--- config.mk ---
export PLATFORM = sky130hd
export DESIGN_NAME = mem_arbiter
export DESIGN_NICKNAME = d
export VERILOG_FILES = /design/src/rtl/cvp14_pkg.sv /design/src/rtl/rr_arb2.sv /design/src/rtl/mem_arbiter.sv
export SDC_FILE = /design/constraint.sdc
export NUM_CORES = 1
export LEC_CHECK = 0
export CAP_MARGIN = 40
export CORE_ASPECT_RATIO = 0.7
export CORE_MARGIN = 5
export CORE_UTILIZATION = 46
export CTS_CLUSTER_DIAMETER = 40
export DETAILED_ROUTE_END_ITERATION = 8
export PLACE_DENSITY_LB_ADDON = 0.12
export SKIP_CTS_REPAIR_TIMING = 1
export SLEW_MARGIN = 5
export SYNTH_ARGS = -nofsm -noshare
export SYNTH_HDL_FRONTEND = slang
export SYNTH_SLANG_ARGS = --single-unit
--- constraint.sdc ---
create_clock -name Clk1 -period 3.6 [get_ports Clk1]
set_clock_uncertainty 0.05 [all_clocks]
set_input_delay 0.54 -clock Clk1 [delete_from_list [all_inputs] [get_ports Clk1]]
set_output_delay 0.54 -clock Clk1 [all_outputs]
set_load 0.02 [all_outputs]
--- src/rtl/cvp14_pkg.sv ---
// Shared types and defaults for the memory arbiter: FSM state encoding,
// 16-bit word/address types and default latency/burst limits.
package cvp14_pkg;

  typedef logic [15:0] word_t;
  typedef logic [15:0] addr_t;

  typedef enum logic [1:0] {
    ST_IDLE   = 2'd0,
    ST_ACCESS = 2'd1,
    ST_NEXT   = 2'd2,
    ST_DONE   = 2'd3
  } state_t;

  localparam int MEM_LAT_DEF   = 1;
  localparam int BURST_MAX_DEF = 16;

endpackage

--- src/rtl/rr_arb2.sv ---
// Two-input round-robin arbiter. Bit 0 = fetch, bit 1 = vector; on a tie the
// requester that was not granted last wins. Reset leaves "vector" as last grant.
module rr_arb2
  import cvp14_pkg::*;
(
  input  logic       i_clk,
  input  logic       i_rst_n,
  input  logic [1:0] i_req,
  input  logic       i_take,
  output logic [1:0] o_gnt
);

  logic r_last_v;

  always_comb begin
    o_gnt = 2'b00;
    case (i_req)
      2'b01:   o_gnt = 2'b01;
      2'b10:   o_gnt = 2'b10;
      2'b11:   o_gnt = r_last_v ? 2'b01 : 2'b10;
      default: o_gnt = 2'b00;
    endcase
  end

  always_ff @(posedge i_clk or negedge i_rst_n) begin
    if (!i_rst_n)
      r_last_v <= 1'b1;
    else if (i_take && (o_gnt != 2'b00))
      r_last_v <= o_gnt[1];
  end

endmodule

--- src/rtl/mem_arbiter.sv ---
// Shares one DRAM port between an instruction fetch unit and a vector unit.
// Define ARB_BURST_EN to honour vLen bursts; otherwise every vector access is one word.
//
// state     | meaning
// ----------+-------------------------------------------------------------
// ST_IDLE   | arbitrate fetch/vector requests, latch address/dir/length
// ST_ACCESS | drive Addr and RD or WR for MEM_LAT cycles of one word
// ST_NEXT   | advance address, count down remaining words
// ST_DONE   | vDone pulse for vector bursts, release grant
module mem_arbiter
  import cvp14_pkg::*;
#(
  parameter int MEM_LAT   = MEM_LAT_DEF,
  parameter int BURST_MAX = BURST_MAX_DEF
) (
  input  logic        Clk1,
  input  logic        Reset_l,
  input  logic        fReq,
  input  logic [15:0] fAddr,
  output logic        fGnt,
  output logic [15:0] fData,
  output logic        fValid,
  input  logic        vReq,
  input  logic        vWr,
  input  logic [15:0] vAddr,
  input  logic [4:0]  vLen,
  input  logic [15:0] vWData,
  output logic        vWAck,
  output logic [15:0] vRData,
  output logic        vValid,
  output logic        vGnt,
  output logic        vDone,
  output logic [15:0] Addr,
  output logic        RD,
  output logic        WR,
  output logic [15:0] MemOut,
  input  logic [15:0] MemIn
);

  localparam int CNT_W = $clog2(BURST_MAX + 1);
  localparam int LAT_W = (MEM_LAT > 1) ? $clog2(MEM_LAT) : 1;
  localparam logic [LAT_W-1:0] LAT_LOAD = LAT_W'(MEM_LAT - 1);

  state_t           r_state;
  addr_t            r_addr;
  word_t            r_fdata;
  word_t            r_vrdata;
  logic             r_fvalid;
  logic             r_vvalid;
  logic             r_fgnt;
  logic             r_vgnt;
  logic             r_own_v;
  logic             r_wr;
  logic [CNT_W-1:0] r_cnt;
  logic [LAT_W-1:0] r_lat;

  logic [CNT_W-1:0] w_vlen;
  logic [1:0]       w_gnt;
  logic             w_take;
  logic             w_access;
  logic             w_last;

`ifdef ARB_BURST_EN
  always_comb begin
    w_vlen = CNT_W'(vLen);
    if (vLen == 5'd0)
      w_vlen = CNT_W'(1);
    else if (int'(vLen) > BURST_MAX)
      w_vlen = CNT_W'(BURST_MAX);
  end
`else
  logic w_unused_vlen;
  assign w_unused_vlen = ^vLen;
  assign w_vlen        = CNT_W'(1);
`endif

  assign w_take   = (r_state == ST_IDLE);
  assign w_access = (r_state == ST_ACCESS);
  assign w_last   = (r_lat == '0);

  rr_arb2 u_rr_arb2 (
    .i_clk   (Clk1),
    .i_rst_n (Reset_l),
    .i_req   ({vReq, fReq}),
    .i_take  (w_take),
    .o_gnt   (w_gnt)
  );

  always_ff @(posedge Clk1 or negedge Reset_l) begin
    if (!Reset_l) begin
      r_state  <= ST_IDLE;
      r_addr   <= '0;
      r_fdata  <= '0;
      r_vrdata <= '0;
      r_fvalid <= 1'b0;
      r_vvalid <= 1'b0;
      r_fgnt   <= 1'b0;
      r_vgnt   <= 1'b0;
      r_own_v  <= 1'b0;
      r_wr     <= 1'b0;
      r_cnt    <= '0;
      r_lat    <= '0;
    end else begin
      r_fvalid <= 1'b0;
      r_vvalid <= 1'b0;
      case (r_state)
        ST_IDLE: begin
          r_lat <= LAT_LOAD;
          if (w_gnt[0]) begin
            r_fgnt  <= 1'b1;
            r_own_v <= 1'b0;
            r_wr    <= 1'b0;
            r_addr  <= fAddr;
            r_cnt   <= CNT_W'(1);
            r_state <= ST_ACCESS;
          end else if (w_gnt[1]) begin
            r_vgnt  <= 1'b1;
            r_own_v <= 1'b1;
            r_wr    <= vWr;
            r_addr  <= vAddr;
            r_cnt   <= w_vlen;
            r_state <= ST_ACCESS;
          end
        end
        ST_ACCESS: begin
          if (w_last) begin
            if (!r_wr) begin
              if (r_own_v) begin
                r_vrdata <= MemIn;
                r_vvalid <= 1'b1;
              end else begin
                r_fdata  <= MemIn;
                r_fvalid <= 1'b1;
              end
            end
            r_state <= ST_NEXT;
          end else begin
            r_lat <= r_lat - 1'b1;
          end
        end
        ST_NEXT: begin
          r_addr  <= r_addr + 16'd1;
          r_cnt   <= r_cnt - 1'b1;
          r_lat   <= LAT_LOAD;
          r_state <= (r_cnt == CNT_W'(1)) ? ST_DONE : ST_ACCESS;
        end
        ST_DONE: begin
          r_fgnt  <= 1'b0;
          r_vgnt  <= 1'b0;
          r_state <= ST_IDLE;
        end
        default: r_state <= ST_IDLE;
      endcase
    end
  end

  // Strobes decode from the registered state so reset removes them at once.
  assign RD     = w_access && !r_wr;
  assign WR     = w_access && r_wr;
  assign MemOut = (w_access && r_wr) ? vWData : 16'h0000;
  assign vWAck  = w_access && r_wr && w_last;
  assign vDone  = (r_state == ST_DONE) && r_own_v;
  assign Addr   = r_addr;
  assign fGnt   = r_fgnt;
  assign vGnt   = r_vgnt;
  assign fData  = r_fdata;
  assign fValid = r_fvalid;
  assign vRData = r_vrdata;
  assign vValid = r_vvalid;

endmodule

==> results of run 1 <==
-- routing by layer --
metal | global-route usage [%] | share of wire, % | up-vias
met2 | 35.99 | 48 | 115
met5 | 0 | 0 | -
met4 | 3.481 | 0.58 | 0
met1 | 28.80 | 43 | 1450
li1 | - | - | 1415
met3 | 6.406 | 7.9 | 8
-- final timing paths --
path                       endpoint  startpoint  cells past startpoint
max                              RD  r_state[1]                      4
max in group asynchronous  fData[9]     Reset_l                      3
min in group Clk1          r_cnt[4]    r_cnt[4]                      1
min                        Addr[10]     Reset_l                      1
min reg2reg                r_cnt[4]    r_cnt[4]                      1
max reg2reg                Addr[13]  r_state[0]                      7
-- critical path: stages, from the launching register on --
cell and delay (ns):
sky130_fd_sc_hd__dfrtp_1 0.43, sky130_fd_sc_hd__inv_1 0.11, sky130_fd_sc_hd__ha_1 0.44, sky130_fd_sc_hd__nor2b_2 0.26, sky130_fd_sc_hd__clkdlybuf4s50_1 0.64
-- flip-flops by register name (all words and copies together) (netlist names) --
signal / flops
vGnt: 1
r_own_v: 1
fData: 16
u_rr_arb2.r_last_v: 1
fValid: 1
Addr: 16
vRData: 16
vValid: 1
r_cnt: 5
r_state: 2
r_wr: 1
fGnt: 1
-- cells in the mapped netlist (all sizes together), types with 2 or more instances --
cell,instances
dfrtp,61
mux2,38
o21ai,18
and3,16
nor2,16
buf,15
nand3,15
inv,14
mux2i,14
nand2,13
a21oi,9
a221oi,8
ha,8
nor4,6
nand4,4
nor3,4
or4,4
a221o,3
a31oi,3
clkbuf,3
nor2b,3
a21boi,2
a22o,2
and2,2
o221a,2
o22ai,2
o41ai,2
-- power groups by stage --
stage,combinational (uW),clock (uW),sequential [uW]
after detailed placement,2670,0,1400
after global placement,2590,0,1380
final,2660,701,1400
after CTS,2680,720,1390
after floorplan,1280,0,1700
after global routing,2870,756,1460
-- metrics by stage --
step / worst slack (ns) / hold WS, ns / power (uW) / cells
global route: 0.6519 / 0.1249 / 5085 / 546
detailed placement: 0.8031 / 0.4191 / 4072 / 530
finish: 0.7924 / 0.09883 / 4755 / 546
floorplan: 1.553 / 0.1944 / 2980 / 303
global placement: 0.7074 / 0.4041 / 3975 / 528
CTS: 0.8035 / 0.1022 / 4793 / 546
-- kinds of logic after synthesis --
logic type      after synthesis
simple gates                 88
buf+inv                      32
mux                          52
flops                        62
compound gates               61
fa+ha+maj                     8
-- cell type report --
type                    instances  area, um^2  area share (%)
inverters                      14       52.55           1.027
multi-input cells             209        1689           33.00
clock buffers                  11       151.4           2.958
flip-flops and latches         62        1553           30.33
well taps                      98       122.6           2.396
clock inverters                 5       81.33           1.589
repair buffers                147        1469           28.70
==> results.txt, run 1 <==
----------------------------------------------------
[Outcome]
  Run status ... completed

[Critical path]
  Critical path start-end classification ... reg2out
  Critical path required time ... 3.01 ns
  Startpoint Class ... flip-flop
  Critical Path Fanout Max ... 18
  CP endpoint kind ... output port
  Arrival time of data at the critical path endpoint ... between 2 and 2.5 ns
  R2R setup slack ... between 1 and 1.5 ns

[Yosys]
  Flip-flop and latch count after synthesis ... 62
  Largest cells by area after synthesis ... sky130_fd_sc_hd__dfrtp_1, sky130_fd_sc_hd__mux2_2, sky130_fd_sc_hd__mux2i_1
  Main flop type after synthesis ... sky130_fd_sc_hd__dfrtp_1
  Syn Inst Count ... a little over 300
  Synth top area share ... 44.95%
  Proportion of synthesized chip area in sequential cells ... 45.73%
  Yosys cell types ... 55
  Share of cell area taken by muxes after synthesis ... 16.73%
  Synth Area per Inst ... 11.21 um^2
  Area share of fa/ha/maj cells after synthesis ... 2.948%
  Number of enable-type register cells in the synthesized netlist ... 0
  Syn nets ... 385
  Dominant combinational cell family by area after synthesis ... multiplexers
  Simple-gate portion of the synthesized area ... 15.73%
  Xor and xnor area share after synthesis ... 0%
  Synth async-reset ratio ... 100.0%
  Dominant cell type by area after synthesis ... sky130_fd_sc_hd__dfrtp_1
  Share of the synthesized area in compound gates (AO/OA/AOI/OAI) ... 14.33%
  Area of the mapped netlist ... 3396 um^2
  Number of warnings printed during yosys synthesis ... 0

[Pwr]
  Share of total power in the clock network ... between 10% and 20%
  Internal Pwr Total ... around 2800 uW
  Combinational cell fraction of total power ... 55.9%
  Switching fraction of total power ... 41.60%
  Share of total power in sequential cells ... about 29%
  Standby leakage power ... around 0.0021 uW
  Net load switching power ... 1978 uW
  Highest ir drop seen on vdd ... 0.4797 mV
  Pwr dens ... 928.9 nW/um^2

[Flow run]
  Count of max-cap constraint violations ... 0

[Finish]
  Number of fill cells ... 552
  Commonest non-fill, non-tap cells in the layout ... sky130_fd_sc_hd__clkdlybuf4s50_1, sky130_fd_sc_hd__dfrtp_1, sky130_fd_sc_hd__mux2_2, sky130_fd_sc_hd__o21ai_0, sky130_fd_sc_hd__and3_1
  Total number of nets in the final design ... 525
  Cell area after layout ... approximately 5100 um^2
  Fraction of the core area covered by cells at the end of the flow ... 70.56%
  Area Growth Syn to Fin ... 50.74%
  Number of inserted diodes ... 0
  Most frequent standard cell in the layout excluding fill and tap cells ... sky130_fd_sc_hd__clkdlybuf4s50_1
  Layout cells sized above 1 ... 19.87%

[Floorplanning]
  Std-Cell Core Area ... 7254 um^2
  Total die area ... 9228 um^2
  Standard-cell row count ... 26
  Chip height ... 81.89 um
  Initial Util ... 46.81%
  Number of top-level design ports ... 146
  Width of the chip ... 112.7 um

[Global route]
  Number of antenna violations at the first check in global routing ... 0
  All-Layer GR Usage ... between 20% and 30%
  Remaining global-route overflow ... 0
  Number of global-route vias before repair ... 2,978
  Wire length of the first global-routing pass ... 15.75 mm
  Maximum number of pins on one net before global-route repair ... 27

[STA]
  Tcrit/Tclk final ... 77.99%
  Setup repair after global routing missed its margin ... false
  Slew at the pin closest to its max-slew limit ... 0.7446 ns
  Number of failing setup endpoints in the final timing report ... 0
  Count of final hold-check violations ... 0
  Peak Freq ... 0.3562 GHz
  Count of pins over their slew limit ... 0
  Post-layout min period ... 2.808 ns
  Setup tns final ... 0 ns
  Slew headroom ... between 50% and 60%

[Clocking]
  Largest buffer count on any clock path ... 2
  TritonCTS sink count ... between 60 and 70
  Number of H-tree branching levels ... 3
  Worst skew pair latency ... between 0.3 and 0.4 ns
  Clock tree from TritonCTS ... built
  CTS root buffer ... sky130_fd_sc_hd__clkbuf_8
  Clock transition at the registers of the reported paths ... 0.07 ns
  TritonCTS buffer count ... 9

[Routing]
  Wire length after detailed routing ... 9.794 mm
  DRT antenna net count ... 0
  Routed wire length per instance ... 17.94 um
  Vias per Instance ... 5.473
  First drt pass iteration count ... 4
  Starting DRC count in detailed routing ... 105
  Total vias in the final route ... 2,988
  DR DRC count ... 0

[Worst hold path]
  Min-Delay Path Class ... in2async

[Place]
  GPL Wtd Cong ... 0.9422
  Area of placed instances ... 4886 um^2
  Half-perimeter wire length after detailed placement ... 7.595 mm
  Number of buffer cells added on primary ports ... 140

----------------------------------------------------
(Power assumes the default switching activity.)
==> run 2: changes to the inputs <==
--- a/config.mk
+++ b/config.mk
@@ -8,7 +8,7 @@
 export CAP_MARGIN = 40
 export CORE_ASPECT_RATIO = 0.7
 export CORE_MARGIN = 5
-export CORE_UTILIZATION = 46
+export CORE_UTILIZATION = 43
 export CTS_CLUSTER_DIAMETER = 40
 export DETAILED_ROUTE_END_ITERATION = 8
 export PLACE_DENSITY_LB_ADDON = 0.12
==> constraint.sdc (replaced) <==
create_clock -name Clk1 -period 2.7 [get_ports Clk1]
set_clock_uncertainty 0.05 [all_clocks]
set_input_delay 0.405 -clock Clk1 [delete_from_list [all_inputs] [get_ports Clk1]]
set_output_delay 0.405 -clock Clk1 [all_outputs]
set_load 0.02 [all_outputs]
==> results.txt, run 2 (synthesis gave the netlist of run 1 again) <==
----------------------------------------------------
[Outcome]
  Run status ... completed (unchanged)

[Clocking]
  TritonCTS buffer count ... 9 (unchanged)
  CTS root buffer ... sky130_fd_sc_hd__clkbuf_16 (was sky130_fd_sc_hd__clkbuf_8)
  Worst skew pair latency ... 0.32 ns (was 0.34 ns)
  TritonCTS sink count ... 62 (unchanged)
  Number of H-tree branching levels ... 3 (unchanged)
  Clock tree from TritonCTS ... built (unchanged)
  Clock transition at the registers of the reported paths ... 0.05 ns (was 0.07 ns)
  Largest buffer count on any clock path ... 2 (unchanged)

[Global route]
  Number of global-route vias before repair ... 3,009 (was 2,978)
  All-Layer GR Usage ... 20.35% (was 21.65%)
  Maximum number of pins on one net before global-route repair ... 31 (was 27)
  Wire length of the first global-routing pass ... 15.72 mm (was 15.75 mm)
  Remaining global-route overflow ... 0 (unchanged)
  Number of antenna violations at the first check in global routing ... 0 (unchanged)

[Flow run]
  Count of max-cap constraint violations ... 0 (unchanged)

[Floorplanning]
  Number of top-level design ports ... 146 (unchanged)
  Width of the chip ... 116.2 um (was 112.7 um)
  Total die area ... 9803 um^2 (was 9228 um^2)
  Chip height ... 84.35 um (was 81.89 um)
  Std-Cell Core Area ... 7770 um^2 (was 7254 um^2)
  Initial Util ... 43.70% (was 46.81%)
  Standard-cell row count ... 27 (was 26)

[STA]
  Peak Freq ... 0.4039 GHz
  Count of final hold-check violations ... 0 (unchanged)
  Fin worst setup slack ... 0.2243 ns (was 0.7924 ns)
  Slew at the pin closest to its max-slew limit ... 0.6884 ns (was 0.7446 ns)
  Count of pins over their slew limit ... 0 (unchanged)
  Post-layout min period ... 2.476 ns
  Number of failing setup endpoints in the final timing report ... 0 (unchanged)
  Slew headroom ... 53.94% (was 50.24%)
  Setup tns final ... 0 ns (unchanged)
  Setup repair after global routing missed its margin ... false (unchanged)
  Tcrit/Tclk final ... 91.69%

[Critical path]
  Critical path start-end classification ... reg2out (unchanged)
  CP endpoint kind ... output port (unchanged)
  Critical path required time ... 2.25 ns (was 3.01 ns)
  Startpoint of the most critical register-to-register path ... r_state[0] (unchanged)
  Critical Path Fanout Max ... 18 (unchanged)
  Startpoint Class ... flip-flop (unchanged)
  Arrival time of data at the critical path endpoint ... 2.02 ns (was 2.22 ns)
  Start point of the critical path ... r_state[1] (unchanged)

[Routing]
  First drt pass iteration count ... 4 (unchanged)
  DR DRC count ... 0 (unchanged)
  Total vias in the final route ... 2,988 (unchanged)
  DRT antenna net count ... 0 (unchanged)
  Routed wire length per instance ... 17.50 um (was 17.94 um)
  Starting DRC count in detailed routing ... 123 (was 105)
  Wire length after detailed routing ... 9.765 mm (was 9.794 mm)
  Vias per Instance ... 5.355 (was 5.473)

[Place]
  GPL Wtd Cong ... 0.8007 (was 0.9422)
  Placed cell count ... 543 (was 530)
  Number of buffer cells added on primary ports ... 140 (unchanged)
  Pre-CTS worst setup slack ... 0.2438 ns (was 0.8031 ns)
  Half-perimeter wire length after detailed placement ... 7.528 mm (was 7.595 mm)

[Worst hold path]
  Min-Delay Path Class ... in2async (unchanged)

[Pwr]
  Standby leakage power ... 0.002187 uW (was 0.002122 uW)
  Highest ir drop seen on vdd ... 0.6899 mV (was 0.4797 mV)
  Pwr dens ... 1267 nW/um^2 (was 928.9 nW/um^2)

[Finish]
  Fraction of the core area covered by cells at the end of the flow ... 67.46% (was 70.56%)
  Total number of nets in the final design ... 535 (was 525)
  Non-filler cells in the finished layout ... 558 (was 546)
  Commonest non-fill, non-tap cells in the layout ... sky130_fd_sc_hd__clkdlybuf4s50_1, sky130_fd_sc_hd__dfrtp_1, sky130_fd_sc_hd__mux2_2, sky130_fd_sc_hd__o21ai_0 (was sky130_fd_sc_hd__clkdlybuf4s50_1, sky130_fd_sc_hd__dfrtp_1, sky130_fd_sc_hd__mux2_2, sky130_fd_sc_hd__o21ai_0, sky130_fd_sc_hd__and3_1)
  Layout cells sized above 1 ... 21.44% (was 19.87%)
  Most frequent standard cell in the layout excluding fill and tap cells ... sky130_fd_sc_hd__clkdlybuf4s50_1 (unchanged)
  Number of inserted diodes ... 0 (unchanged)
  Area Growth Syn to Fin ... 54.35% (was 50.74%)

----------------------------------------------------
==> run 2: changes by cell type in the layout (fill, tap and decap cells not counted), sizes merged <==
cell    previous run  this run
bufinv             2         1
buf                8        18
==> run 2: power by group <==
group          total (uW)  leakage (uW)  switching (uW)  internal (uW)
sequential           1870      0.000734             456           1410
clock                1130      0.000141             395            731
combinational        3650       0.00131            1840           1820
==> run 2: worst max-delay path, cell delays in order (launching register included) <==
cell	delay, ns
sky130_fd_sc_hd__dfrtp_1	0.42
sky130_fd_sc_hd__inv_1	0.12
sky130_fd_sc_hd__ha_2	0.32
sky130_fd_sc_hd__nor2b_2	0.21
sky130_fd_sc_hd__clkdlybuf4s50_1	0.63
==> run 2: per-layer routing <==
metal  track usage (%)  vias up  share of wire [%]
met5                 0        -                  0
met4             5.585        0                1.1
met3             6.196       10                8.6
met2             33.42      112                 48
met1             26.08     1437                 42
li1                  -     1429                  -
==> run 2: final timing paths <==
path | end | slack [ns] | depth (start not counted)
max | RD | 0.22 | 4
min | r_cnt[2] | 0.08 | 1
max reg2reg | Addr[9] | 0.44 | 7
min reg2reg | r_cnt[4] | 0.42 | 1
max in group asynchronous | vRData[9] | 1.83 | 2
min in group Clk1 | r_cnt[4] | 0.42 | 1
==> run 2: cell type report <==
cell class                 count  area (um^2)
timing repair buffer         157         1528
clock inverter                 4        47.55
fill                         624         2529
sequential                    62         1553
multi-input combinational    209         1692
tap                          101        126.4
clock buffer                  11        242.7
inverter                      14        52.55
==> run 2: metrics by stage <==
step	instance area [um^2]	total power [uW]	hold slack [ns]
after floorplan	3396	3973	0.05941
after global placement	4930	5389	0.4057
after detailed placement	4949	5532	0.4115
after CTS	5239	6697	0.09446
after global routing	5241	7090	0.1232
final	5241	6643	0.07850
